### config.mk
export PLATFORM = sky130hd
export DESIGN_NAME = clic_dispatch
export DESIGN_NICKNAME = d
export VERILOG_FILES = /design/src/rtl/common_pkg.sv /design/src/rtl/clic_nest_stack.sv /design/src/rtl/clic_dispatch.sv
export SDC_FILE = /design/constraint.sdc
export NUM_CORES = 1
export LEC_CHECK = 0
export BUFFER_PORTS_ARGS = -buffer_cell sky130_fd_sc_hd__buf_2
export CAP_MARGIN = 15
export CORE_MARGIN = 5
export CORE_UTILIZATION = 45
export CTS_BUF_LIST = sky130_fd_sc_hd__clkbuf_2
export CTS_CLUSTER_SIZE = 12
export DETAILED_ROUTE_END_ITERATION = 12
export PLACE_DENSITY = 0.73
export RECOVER_POWER = 50
export SETUP_SLACK_MARGIN = 0.5
export SYNTH_ARGS = -nofsm -noshare
export SYNTH_HDL_FRONTEND = slang
export SYNTH_HIERARCHICAL = 1
export SYNTH_SLANG_ARGS = --single-unit
### constraint.sdc
create_clock -name clk -period 1.75 [get_ports clk]
set_clock_uncertainty 0.1 [all_clocks]
set_input_delay 0.175 -clock clk [delete_from_list [all_inputs] [get_ports clk]]
set_output_delay 0.175 -clock clk [all_outputs]
set_load 0.1 [all_outputs]
### src/rtl/common_pkg.sv
// Shared types and constants for the CLIC dispatch slice.
package common_pkg;

    localparam int NR_INDEX_BITS = 8;
    typedef logic [NR_INDEX_BITS-1:0] Index;

    // All-ones index: "threshold won" from the arbiter, "nothing active" as threshold
    localparam Index INDEX_NONE = '1;

    // Maximum number of nested (preempted) active interrupts
    localparam int NEST_DEPTH = 4;

    typedef enum logic [1:0] {
        IDLE,
        REQ,
        ACTIVE
    } dispatch_state_e;

endpackage

### src/rtl/clic_nest_stack.sv
// LIFO of active interrupt indices; top is the innermost handler, all-ones when empty.
module clic_nest_stack
    import common_pkg::*;
#(
    parameter int DEPTH = 4,
    parameter int CNT_W = $clog2(DEPTH + 1)
) (
    input  logic             clk,
    input  logic             rst_n,
    input  logic             push,
    input  logic             pop,
    input  Index             data,
    output Index             top,
    output logic [CNT_W-1:0] depth,
    output logic             full,
    output logic             empty
);

    Index             mem [DEPTH];
    logic [CNT_W-1:0] count;

    // Push writes the slot just above the current top; pop only moves the count
    always_ff @(posedge clk or negedge rst_n) begin
        if (!rst_n) begin
            count <= '0;
            for (int i = 0; i < DEPTH; i++) begin
                mem[i] <= '0;
            end
        end else if (push && !full) begin
            for (int i = 0; i < DEPTH; i++) begin
                if (CNT_W'(i) == count) begin
                    mem[i] <= data;
                end
            end
            count <= count + 1'b1;
        end else if (pop && !empty) begin
            count <= count - 1'b1;
        end
    end

    // Select the most recently pushed entry, or all-ones when nothing is stored
    always_comb begin
        top = INDEX_NONE;
        for (int i = 0; i < DEPTH; i++) begin
            if (CNT_W'(i + 1) == count) begin
                top = mem[i];
            end
        end
    end

    assign depth = count;
    assign full  = (count == CNT_W'(DEPTH));
    assign empty = (count == '0);

endmodule

### src/rtl/clic_dispatch.sv
// CLIC dispatch: offers arbiter winners to the core, tracks nested active handlers.
// Optional feature macro: CLIC_NEST_EN (nesting up to NEST_DEPTH); when undefined
// only one handler can be active and the stack collapses to a single register.
module clic_dispatch
    import common_pkg::*;
#(
    parameter int NEST_DEPTH = common_pkg::NEST_DEPTH
) (
    input  logic                            clk,
    input  logic                            rst_n,
    input  logic                            is_interrupt,
    input  Index                            index,
    output logic                            irq_valid,
    input  logic                            irq_ready,
    output Index                            irq_id,
    input  logic                            complete,
    output logic                            clear_pending,
    output Index                            clear_index,
    output Index                            active_index,
    output logic [$clog2(NEST_DEPTH+1)-1:0] depth,
    output logic                            err
);

    localparam int DW = $clog2(NEST_DEPTH + 1);
`ifdef CLIC_NEST_EN
    localparam int EFF_DEPTH = NEST_DEPTH;
`else
    localparam int EFF_DEPTH = 1;
`endif

    dispatch_state_e state, state_next;
    logic            load_id;
    logic            push;
    logic            pop;
    logic            clear_next;
    logic            err_set;
    logic            int_ok;
    logic            full;
    logic            empty;

    // With an effective depth of 1 the stack is full whenever a handler is
    // active, so the same preemption rule also blocks nesting in that build.
    clic_nest_stack #(
        .DEPTH (EFF_DEPTH),
        .CNT_W (DW)
    ) u_stack (
        .clk   (clk),
        .rst_n (rst_n),
        .push  (push),
        .pop   (pop),
        .data  (irq_id),
        .top   (active_index),
        .depth (depth),
        .full  (full),
        .empty (empty)
    );

    assign int_ok    = is_interrupt && (index != INDEX_NONE);
    assign irq_valid = (state == REQ);

    // Next-state and control decode; complete has priority over a new request
    always_comb begin
        state_next = state;
        load_id    = 1'b0;
        push       = 1'b0;
        pop        = 1'b0;
        clear_next = 1'b0;
        err_set    = complete && ((state == REQ) || empty);
        case (state)
            IDLE: begin
                if (int_ok) begin
                    load_id    = 1'b1;
                    state_next = REQ;
                end
            end
            REQ: begin
                if (irq_ready) begin
                    push       = 1'b1;
                    clear_next = 1'b1;
                    state_next = ACTIVE;
                end
            end
            ACTIVE: begin
                if (complete) begin
                    pop = 1'b1;
                    if (depth == DW'(1)) begin
                        state_next = IDLE;
                    end
                end else if (int_ok && !full) begin
                    load_id    = 1'b1;
                    state_next = REQ;
                end
            end
            default: state_next = IDLE;
        endcase
    end

    // State, offered id, clear pulse and sticky error registers
    always_ff @(posedge clk or negedge rst_n) begin
        if (!rst_n) begin
            state         <= IDLE;
            irq_id        <= '0;
            clear_pending <= 1'b0;
            clear_index   <= '0;
            err           <= 1'b0;
        end else begin
            state         <= state_next;
            clear_pending <= clear_next;
            err           <= err | err_set;
            if (load_id) begin
                irq_id <= index;
            end
            if (clear_next) begin
                clear_index <= irq_id;
            end
        end
    end

endmodule

# == After elaboration in Yosys (flattened, before gate mapping) ==
# Cells that the tools add are included.
# word_totals
ff_bits,31
in_bits,13
wordCells,49
# op_classes
addsub,2
eq_ne,9
muxes,17
bitwise,1
n_reduce_logical,13
# op_table
cell,n
two-way mux 2 bit,5
two-way mux 8 bit,1
!= test 8 bit (second input constant),1
two-way mux 1 bit,7
two-way mux 3 bit,2
case mux 2 bit (3 select lines),1
logical AND 1 bit,5
AND reduction 4 bit,1
adder 3 x 1 -> 3 bit (second input constant),1
== test 1 x 3 -> 1 bit (first input constant),1
== test 3 x 1 -> 1 bit (second input constant),1
zero test 3 bit,1
!= test 3 x 2 -> 1 bit (second input constant),1
!= test 3 bit (second input constant),1
subtractor 3 x 1 -> 3 bit (second input constant),1
== test 2 x 1 -> 1 bit (second input constant),1
== test 2 bit (second input constant),1
zero test 1 bit,2
zero test 2 bit,1
!= test 2 x 1 -> 1 bit (second input constant),1
!= test 2 bit (second input constant),1
case mux 1 bit (2 select lines),1
AND reduction 2 bit,1
nonzero test 2 bit,1
other kinds (2),2

# == Depth between registers and ports, before layout ==
# Gate-level depths: netlist of run 1.
# logic_depth
depth_word,6
mapped_depth,7
depth_no_buf,7

# == Cells and area by module ==
# The synthesis of run 1 kept the hierarchy.
# modules_own_cells
mod,instances,cells_per_inst,area_per_inst_um2
clic_dispatch,1,57,845.8
clic_nest_stack,1,52,646.9

# == Least setup slack after synthesis of run 1 ==
# Ideal clock, no wire load.
# synth_path
path_kind,reg-to-reg
start,register state[1]
end,register u_stack/mem[0] (netlist bit)
setup_time_ns,0.126
arrival_ns,2.418
required_ns,1.524
slack_ns,-0.894
stages_incl_launch_ff,8
path_buffers,1
period_less_slack_ns,2.644
path_cell_list,dfrtp_1 > and2b_1 > nand2_2 > inv_1 > and2b_4 > nor2b_4 > buf_12 > mux2_4
# synth_via
elab_chain_len,4
# synth_rtl
item,line,rtl
start: declaration,clic_dispatch.sv:31,"dispatch_state_e state, state_next;"
start signal: assignment,clic_dispatch.sv:107,state <= state_next;
== test 2 x 1 -> 1 bit,n/a,
net irq_valid,clic_dispatch.sv:13,"output logic irq_valid,"
two-way mux 1 bit,clic_dispatch.sv:69,case (state)
net clear_next,clic_dispatch.sv:35,logic clear_next;
logical AND 1 bit,clic_nest_stack.sv:29,end else if (push && !full) begin
AND reduction 2 bit (no source line),n/a,
end signal: indexed assignment,clic_nest_stack.sv:32,mem[i] <= data;
end: declaration,clic_nest_stack.sv:19,Index mem [DEPTH];
# The timed path passes the listed nets, and every way through them passes these cells.
# A chain may end at the register's enable or synchronous reset.

# == Worst setup path after layout of run 1 ==
# layout_path
start,register state[1]
end,register u_stack/mem[0] (netlist bit)
# layout_via
elab_chain_len,4
# layout_rtl
item,line
== test 2 x 1 -> 1 bit,n/a
two-way mux 1 bit,n/a
net clear_next,clic_dispatch.sv:35
logical AND 1 bit,clic_nest_stack.sv:29
AND reduction 2 bit (no source line),n/a
# The timed path passes the listed nets, and every way through them passes these cells.

==> impl_metrics.yaml, run 1 <==
timing:
  rsz0062_at_grt: "true"
  max_freq_mhz: 513
  finalHoldViolations: 0
  post-route-min-period_ns: 1.95
  timing.final.crit_share_pct: 111
  hold_slack_ns: 0.0873
  final_max_slew_viol_count: 0
  finalSetupViolCount: 25
  maxSlewHeadroom_pct: 47.8
  worst_pin_slew_ns: 0.782
  setup_slack_ns: -0.201
synthesis:
  synth_top_area_cell: "dfrtp_1"
  synthArstFlopShare_pct: 100
  synth.area.top_cells: "dfrtp_1 (52%), mux2_2 (12%), mux2_4 (8.0%)"
  synth_nets: 126
  yosys.area.top_type_share_pct: 52.0
  synth_seq_cells: 31
  yosys-top-cells-count: "dfrtp_1 (31), mux2_2 (16), nand2b_1 (11), mux2_4 (8), inv_1 (5)"
  synth_cell_types: 32
  synth.most_common_cell: "dfrtp_1"
  synth_top_flop_cell: "dfrtp_1"
  synth_area_mm2: 0.00149
  yosys_warnings: 6
  ys_seq_area_share_pct: 52.0
  synth.avg_cell_area_um2: 13.7
  synth_edf_count: 0
  postSynthCellCount: 109
routing:
  dr.pass1.iters: 4
  ant_nets: 0
  wl_per_cell_um: 22.8
  vias_per_cell: 5.43
  drc_errors: 0
  drt_first_iter_violations: 108
  vias: 1380
  wl_mm: 5.80
place:
  port_buffers: 42
  post-place-ws_ns: -0.0185
  dp.cells: 204
  hpwl_mm: 2.49
  place_congestion: 0.765
clock_tree:
  clkLatencyLatePin_ns: 0.39
  cts_num_sinks: 31
  cts_buffers: 5
  htree_levels: 2
  clock_path_buffers: 2
  cts-root-buf: "clkbuf_2"
  cts_tree: "yes"
  path_clk_slew_ns: 0.20
die:
  fp.dieArea_mm2: 0.00457
  rows: 21
  ios: 43
  fp.coreArea_mm2: 0.00328
  start_util_pct: 45.4
  die_w_um: 67.6
  die_y_um: 67.6
status:
  status: "finished, violations left"
  violations: "negative setup slack"
global_route:
  grt.overflow.total: 0
  grt_pass1_wl_mm: 7.56
  grt_pass1_vias: 1404
  grt.total_usage_pct: 23.4
  antenna_found_initial: 0
  grt_max_degree: 32
worst_setup_path:
  cp.arrival_ns: 2.12
  worstPathMaxFanout: 8
  worstSetupStartpoint: "state[1]"
  crit_path_end_kind: "register"
  cp.required_ns: 1.92
  regToRegSetupSlack_ns: -0.20
  worstSetupPathType: "reg -> reg"
  r2r-start: "state[1]"
  startpoint_type: "register"
hold_path:
  worstHoldStart: "irq_ready"
  hold_path_class: "in -> reg"
finish:
  stdcell_count: 254
  area_delta_synth_final_pct: 99.5
  antenna_cells: 0
  finalNetCount: 224
  layout-drive-gt1-share_pct: 73.6
run:
  cap_violations: 0
-- metrics by stage --
stage | area [µm²] | utilization, % | setup TNS (ns)
2_1_floorplan | 1640 | - | -3.82
3_3_place_gp | 2100 | 63.8 | 0
3_5_place_dp | 2100 | 63.8 | -0.0612
4_1_cts | 2810 | 85.4 | -1.71
5_1_grt | 2980 | 90.7 | -4.96
6_report | 2980 | 90.7 | -4.11
-- metal layers --
layer	vias up	part of all wire (%)	global-route usage, %
met1	679	34	26.8
met4	0	6.0	10.4
met3	30	6.7	5.82
li1	584	-	-
met2	87	53	40.8
met5	-	0	0
-- state kept, by name, indices dropped and copies added, names as in the netlist --
name           flops
irq_id             8
clear_index        8
u_stack/mem        8
clear_pending      1
u_stack/depth      3
err                1
state              2
-- layout by cell type, fill, tap and decap left out, types with 2 or more instances in the layout --
master / Yosys / final
buf_4: 0 / 23
dfrtp_4: 0 / 3
nand2b_1: 11 / 2
buf_12: 1 / 31
ha_4: 0 / 3
nand2b_4: 1 / 10
buf_16: 0 / 2
dfrtp_1: 31 / 27
nand4_2: 2 / 2
buf_6: 0 / 12
nor2b_4: 1 / 2
a21oi_1: 2 / 2
inv_4: 0 / 2
mux2_2: 16 / 9
o21ai_2: 0 / 3
a22oi_2: 0 / 3
dlygate4sd3_1: 0 / 10
mux2_4: 8 / 15
o21ai_0: 3 / 2
buf_2: 0 / 11
clkbuf_2: 0 / 7
-- logic make-up after synthesis --
| group | share of synthesized area [%] |
|---|---|
| mux | 20.1 |
| fa+ha+maj | 3.35 |
| buf+inv | 2.85 |
| simple gates | 12.8 |
| xor+xnor | 0.587 |
| compound gates | 8.30 |
| flops | 52.0 |
-- worst paths after layout --
path,endpoint,cells past startpoint
min reg2reg,u_stack/mem[1],1
max in group asynchronous,irq_id[6],2
max reg2reg,u_stack/mem[0],7
max,u_stack/mem[0],7
min,state[0],3
min in group asynchronous,u_stack/mem[3],2
-- worst max-delay path, stage by stage, from the launching register on --
cell,delay [ns]
dfrtp_1,0.43
and2b_1,0.33
nand2_8,0.10
inv_6,0.07
and2b_4,0.17
nor2b_4,0.17
buf_12,0.15
mux2_4,0.31
-- timing repair --
action	CTS	global route
buffers inserted	16	14
gates resized for setup	102	22
hold endpoints to repair	40	0
gates cloned	2	0
pin swaps	2	7
hold buffers	10	0
setup endpoints to repair	60	60
-- cell type report --
| class | count | area, µm² |
|---|---|---|
| clock buffers | 5 | 25.0 |
| clock inverters | 3 | 38.8 |
| fillers | 104 | 307 |
| inverters | 6 | 40.0 |
| multi-input cells | 71 | 865 |
| flip-flops and latches | 31 | 788 |
| well taps | 46 | 57.6 |
| repair buffers | 92 | 1160 |
Power of run 1 is left out: the tool's default activity adds up to more than one toggle a clock period on the data nets, which glitch-free logic cannot reach.
==> inputs of run 2 (changes only) <==
--- a/config.mk
+++ b/config.mk
@@ -8,12 +8,13 @@
 export BUFFER_PORTS_ARGS = -buffer_cell sky130_fd_sc_hd__buf_2
 export CAP_MARGIN = 15
 export CORE_MARGIN = 5
-export CORE_UTILIZATION = 45
+export CORE_UTILIZATION = 48
 export CTS_BUF_LIST = sky130_fd_sc_hd__clkbuf_2
 export CTS_CLUSTER_SIZE = 12
 export DETAILED_ROUTE_END_ITERATION = 12
-export PLACE_DENSITY = 0.73
+export PLACE_DENSITY = 0.77
 export RECOVER_POWER = 50
+export REMOVE_ABC_BUFFERS = 1
 export SETUP_SLACK_MARGIN = 0.5
 export SYNTH_ARGS = -nofsm -noshare
 export SYNTH_HDL_FRONTEND = slang
==> constraint.sdc (replaced) <==
create_clock -name clk -period 1.75 [get_ports clk]
set_clock_uncertainty 0.1 [all_clocks]
set_input_delay 0.35 -clock clk [delete_from_list [all_inputs] [get_ports clk]]
set_output_delay 0.35 -clock clk [all_outputs]
set_load 0.1 [all_outputs]
==> run 2 against run 1 <==
Compared with the run above:
- utilization up 3.9 points
- worst setup slack worse by 0.19 ns
- sequential share of layout area up 0.70 points
- final cell count down 3.1%
- critical path depth up 4
- clock-buffer cell count unchanged
- first-iteration DRC count down 32%
- global-route usage up 2.6 points
- the run still ends with negative setup slack left
- critical path type unchanged
- hold slack better by 0.031 ns
- largest cell class unchanged
- wire length up 11%
==> impl_metrics.yaml, run 2 (synthesis gave the netlist of run 1 again) <==
die:
  fp.coreArea_mm2: 0.00303
  ios: 43
  fp.dieArea_mm2: 0.00433
  start_util_pct: 49.3
  die_w_um: 65.8
  rows: 20
  die_y_um: 65.8
clock_tree:
  clkLatencyLatePin_ns: 0.38
  cts_buffers: 5
  cts-root-buf: "clkbuf_2"
  path_clk_slew_ns: 0.19
  cts_tree: "yes"
  htree_levels: 2
  cts_num_sinks: 31
  clock_path_buffers: 2
finish:
  layout-drive-gt1-share_pct: 73.3
  fin_util_pct: 94.6
  area_delta_synth_final_pct: 91.9
  antenna_cells: 0
  mostFrequentLayoutCells: "buf_12 (32), dfrtp_1 (29), buf_4 (28)"
  finalNetCount: 219
  final_common_cell: "buf_12"
  fill_cells: 64
  reg_top3: "clear_index x8, irq_id x8, u_stack/mem x8"
  stdcell_count: 246
timing:
  rsz0062_at_grt: "true"
  finalSetupViolCount: 29
  hold_slack_ns: 0.118
  maxSlewHeadroom_pct: 48.0
  timing.final.crit_share_pct: 122
  max_freq_mhz: 467
  setup_slack_ns: -0.391
  finalHoldViolations: 0
  final_max_slew_viol_count: 0
  worst_pin_slew_ns: 0.779
  post-route-min-period_ns: 2.14
worst_setup_path:
  critPathMaxStageDelay_ns: 0.43
  crit_path_end_kind: "register"
  worstSetupPathType: "reg -> reg"
  crit_slowest_cell: "dfrtp_1"
  cp.required_ns: 1.93
  path_buf_inv: 7
  startpoint_type: "register"
  worstPathMaxFanout: 3
  r2r-start: "u_stack/depth[1]"
  critPathTopFamily: "buffers and inverters"
  regToRegSetupSlack_ns: -0.39
  rr_worst_depth: 11
  path_cells: "inv_2 -> ha_4 -> nand2b_4 -> buf_4 -> buf_4 -> buf_4 -> buf_4 -> buf_4 -> buf_6 -> a32o_1 -> o21ai_1"
  critical_path_cell_count: 11
  cp.arrival_ns: 2.32
  worstSetupStartpoint: "u_stack/depth[1]"
  crit_top_cell: "buf_4"
routing:
  wl_met1_mm: 2.45
  wl_mm: 6.41
  drt_first_iter_violations: 73
  vias_per_cell: 5.67
  wl_per_cell_um: 26.0
  wl_met3_um: 379
  ant_nets: 0
  wl_met2_mm: 3.35
  top_layer_used: "met4"
  dr.pass1.iters: 4
  drc_errors: 0
  vias: 1394
place:
  dp.cells: 206
  port_buffers: 42
  place_congestion: 0.805
  hpwl_mm: 2.51
  post-place-ws_ns: -0.00710
hold_path:
  hold_path_class: "in -> reg"
  hold_depth: 2
  worstHoldStart: "index[7]"
global_route:
  grt_max_degree: 32
  grt_pass1_vias: 1465
  antenna_found_initial: 0
  grt.total_usage_pct: 26.0
  grt_pass1_wl_mm: 8.09
  grt.overflow.total: 0
status:
  status: "finished, violations left"
  violations: "negative setup slack"
run:
  cap_violations: 0
==> run 2: cell count changes in the layout (fill, tap and decap cells not counted), sizes merged <==
| cell | before | now |
|---|---|---|
| buf | 80 | 85 |
| bufinv | 1 | 0 |
| clkbuf | 7 | 6 |
| dlygate4sd3 | 10 | 1 |
==> run 2: routing by layer <==
metal / up-vias / global-route usage, %
li1: 573 / -
met1: 716 / 31.4
met2: 84 / 44.4
met3: 21 / 8.21
met4: 0 / 6.99
met5: - / 0
==> run 2: area by class of cell <==
type                    count  area, µm²  share of cell area, %
well taps                  44       55.1                   1.92
repair buffers             87       1120                   39.1
multi-input cells          71        841                   29.4
flip-flops and latches     31        778                   27.2
inverters                   6       37.5                   1.31
clock inverters             2       8.76                  0.306
clock buffers               5       25.0                  0.874
==> run 2: final timing paths <==
| kind | end |
|---|---|
| setup / recovery | u_stack/depth[1] |
| hold reg to reg | u_stack/mem[0] |
| min in group asynchronous | clear_index[3] |
| max in group asynchronous | irq_id[5] |
| hold / removal | irq_id[7] |
| setup reg to reg | u_stack/depth[1] |
==> run 2: repair_timing <==
action | CTS | global route
hold endpoints to repair | 31 | 0
setup endpoints to repair | 60 | 60
pin swaps | 10 | 7
gates resized for setup | 129 | 21
setup buffers | 21 | 9
gates cloned | 2 | 0
hold buffers | 1 | 0
==> run 2: metrics by stage <==
step	TNS [ns]	instance area (µm²)
6_report	-5.01	2860
5_1_grt	-6.54	2860
4_1_cts	-2.05	2740
3_5_place_dp	-0.00710	1980
3_3_place_gp	0	1980
2_1_floorplan	-26.42	1470
Power of run 2 is left out for the same reason.
==> inputs of run 3 (changes only) <==
--- a/config.mk
+++ b/config.mk
@@ -5,6 +5,7 @@
 export SDC_FILE = /design/constraint.sdc
 export NUM_CORES = 1
 export LEC_CHECK = 0
+export ABC_CLOCK_PERIOD_IN_PS = 1750
 export BUFFER_PORTS_ARGS = -buffer_cell sky130_fd_sc_hd__buf_2
 export CAP_MARGIN = 15
 export CORE_MARGIN = 5
==> constraint.sdc (replaced) <==
create_clock -name clk -period 1.75 [get_ports clk]
set_clock_uncertainty 0.1 [all_clocks]
set_input_delay 0.0875 -clock clk [delete_from_list [all_inputs] [get_ports clk]]
set_output_delay 0.0875 -clock clk [all_outputs]
set_load 0.1 [all_outputs]
==> run 3 against run 2 <==
Compared with the run above:
- the flow still finishes with violations (negative setup slack)
- via count is 6.8% higher
- sequential share of layout area is 0.34 points lower
- utilization is 1.2 points higher
- wire length is 10% higher
- maximum frequency is 9.1% higher
- final cell count is 2.4% higher
- critical endpoint is now irq_id[1]
==> impl_metrics.yaml, run 3 (synthesis gave the netlist of run 1 again) <==
timing:
  maxSlewHeadroom_pct: 46.4
  max_freq_mhz: 510
  timing.final.crit_share_pct: 112
  worst_pin_slew_ns: 0.803
  hold_slack_ns: 0.0952
  final_max_slew_viol_count: 0
  post-route-min-period_ns: 1.96
  finalHoldViolations: 0
  setup_slack_ns: -0.211
  finalSetupViolCount: 28
  rsz0062_at_grt: "true"
global_route:
  grt.total_usage_pct: 27.1
  grt_pass1_vias: 1509
  grt.overflow.total: 0
  antenna_found_initial: 0
  grt_pass1_wl_mm: 8.52
  grt_max_degree: 32
worst_setup_path:
  worstPathMaxFanout: 8
  cp.arrival_ns: 2.14
  crit_path_end_kind: "register"
  worstSetupPathType: "reg -> reg"
  startpoint_type: "register"
  cp.required_ns: 1.93
routing:
  drt_first_iter_violations: 201
  vias_per_cell: 5.91
  drc_errors: 0
  dr.pass1.iters: 5
  wl_per_cell_um: 28.1
  vias: 1489
  ant_nets: 0
  wl_mm: 7.08
finish:
  area_delta_synth_final_pct: 94.3
  finalNetCount: 224
  layout-drive-gt1-share_pct: 71.6
  final_common_cell: "dfrtp_1"
  reg_top3: "clear_index x8, irq_id x8, u_stack/mem x8"
  design_area_mm2: 0.00290
  fin_util_pct: 95.8
  antenna_cells: 0
  mostFrequentLayoutCells: "dfrtp_1 (29), buf_12 (24), buf_4 (23)"
clock_tree:
  clock_path_buffers: 2
  cts-root-buf: "clkbuf_2"
  path_clk_slew_ns: 0.18
  cts_num_sinks: 31
  cts_tree: "yes"
  clkLatencyLatePin_ns: 0.38
  cts_buffers: 5
  htree_levels: 2
die:
  rows: 20
  die_y_um: 65.8
  die_w_um: 65.8
  fp.dieArea_mm2: 0.00433
  ios: 43
  start_util_pct: 49.3
  fp.coreArea_mm2: 0.00303
place:
  place_congestion: 0.821
  hpwl_mm: 2.54
  placed_cell_area_mm2: 0.00195
  port_buffers: 42
  post-place-ws_ns: -0.0561
status:
  status: "finished, violations left"
  violations: "negative setup slack"
run:
  cap_violations: 0
hold_path:
  hold_path_class: "in -> reg"
-- run 3: cell type report --
| cell class | count | area, µm² |
|---|---|---|
| multi-input combinational | 71 | 875 |
| clock inverter | 3 | 15.0 |
| tap | 44 | 55.1 |
| inverter | 6 | 25.0 |
| timing repair buffer | 92 | 1130 |
| clock buffer | 5 | 25.0 |
| fill | 58 | 128 |
| sequential | 31 | 778 |
-- run 3: worst paths after layout --
path                                        from             end  slack [ns]  cells after the start
worst max-delay path            u_stack/depth[1]       irq_id[1]       -0.21                      8
worst min-delay path                is_interrupt        state[0]         0.1                      4
worst max register to register  u_stack/depth[1]       irq_id[1]       -0.21                      8
worst min register to register               err             err        0.46                      1
max in group asynchronous                  rst_n       irq_id[7]        0.78                      2
min in group asynchronous                  rst_n  clear_index[2]        0.19                      2
-- run 3: worst max-delay path: stages (launching register included) --
cell,delay (ns)
dfrtp_1,0.43
inv_2,0.08
ha_4,0.18
nand2b_4,0.08
inv_4,0.04
buf_6,0.12
o21ai_4,0.16
o2111ai_4,0.28
mux2_4,0.39
-- run 3: stage by stage --
| stage | TNS [ns] | cells |
|---|---|---|
| floorplan | -24.32 | 108 |
| global placement | 0 | 205 |
| detailed placement | -0.393 | 205 |
| CTS | -0.809 | 241 |
| global route | -4.73 | 252 |
| finish | -3.54 | 252 |
-- run 3: routing by layer --
metal | wire length, µm | part of all wire, % | vias up | GRT usage (%)
met4 | 451 | 6.4 | 0 | 9.07
met3 | 530 | 7.5 | 38 | 7.18
met5 | 0 | 0 | - | 0
met1 | 2570 | 36 | 747 | 31.0
met2 | 3530 | 50 | 119 | 48.6
li1 | - | - | 585 | -
-- run 3: repair_timing --
action | 4_1_cts | 5_1_grt
resized for setup | 106 | 35
setup buffers | 15 | 11
endpoints found under the hold margin | 42 | 0
gates cloned | 2 | 0
setup endpoints to repair | 60 | 59
pin swaps | 10 | 8
hold buffers | 11 | 0
Power of run 3 is left out for the same reason.
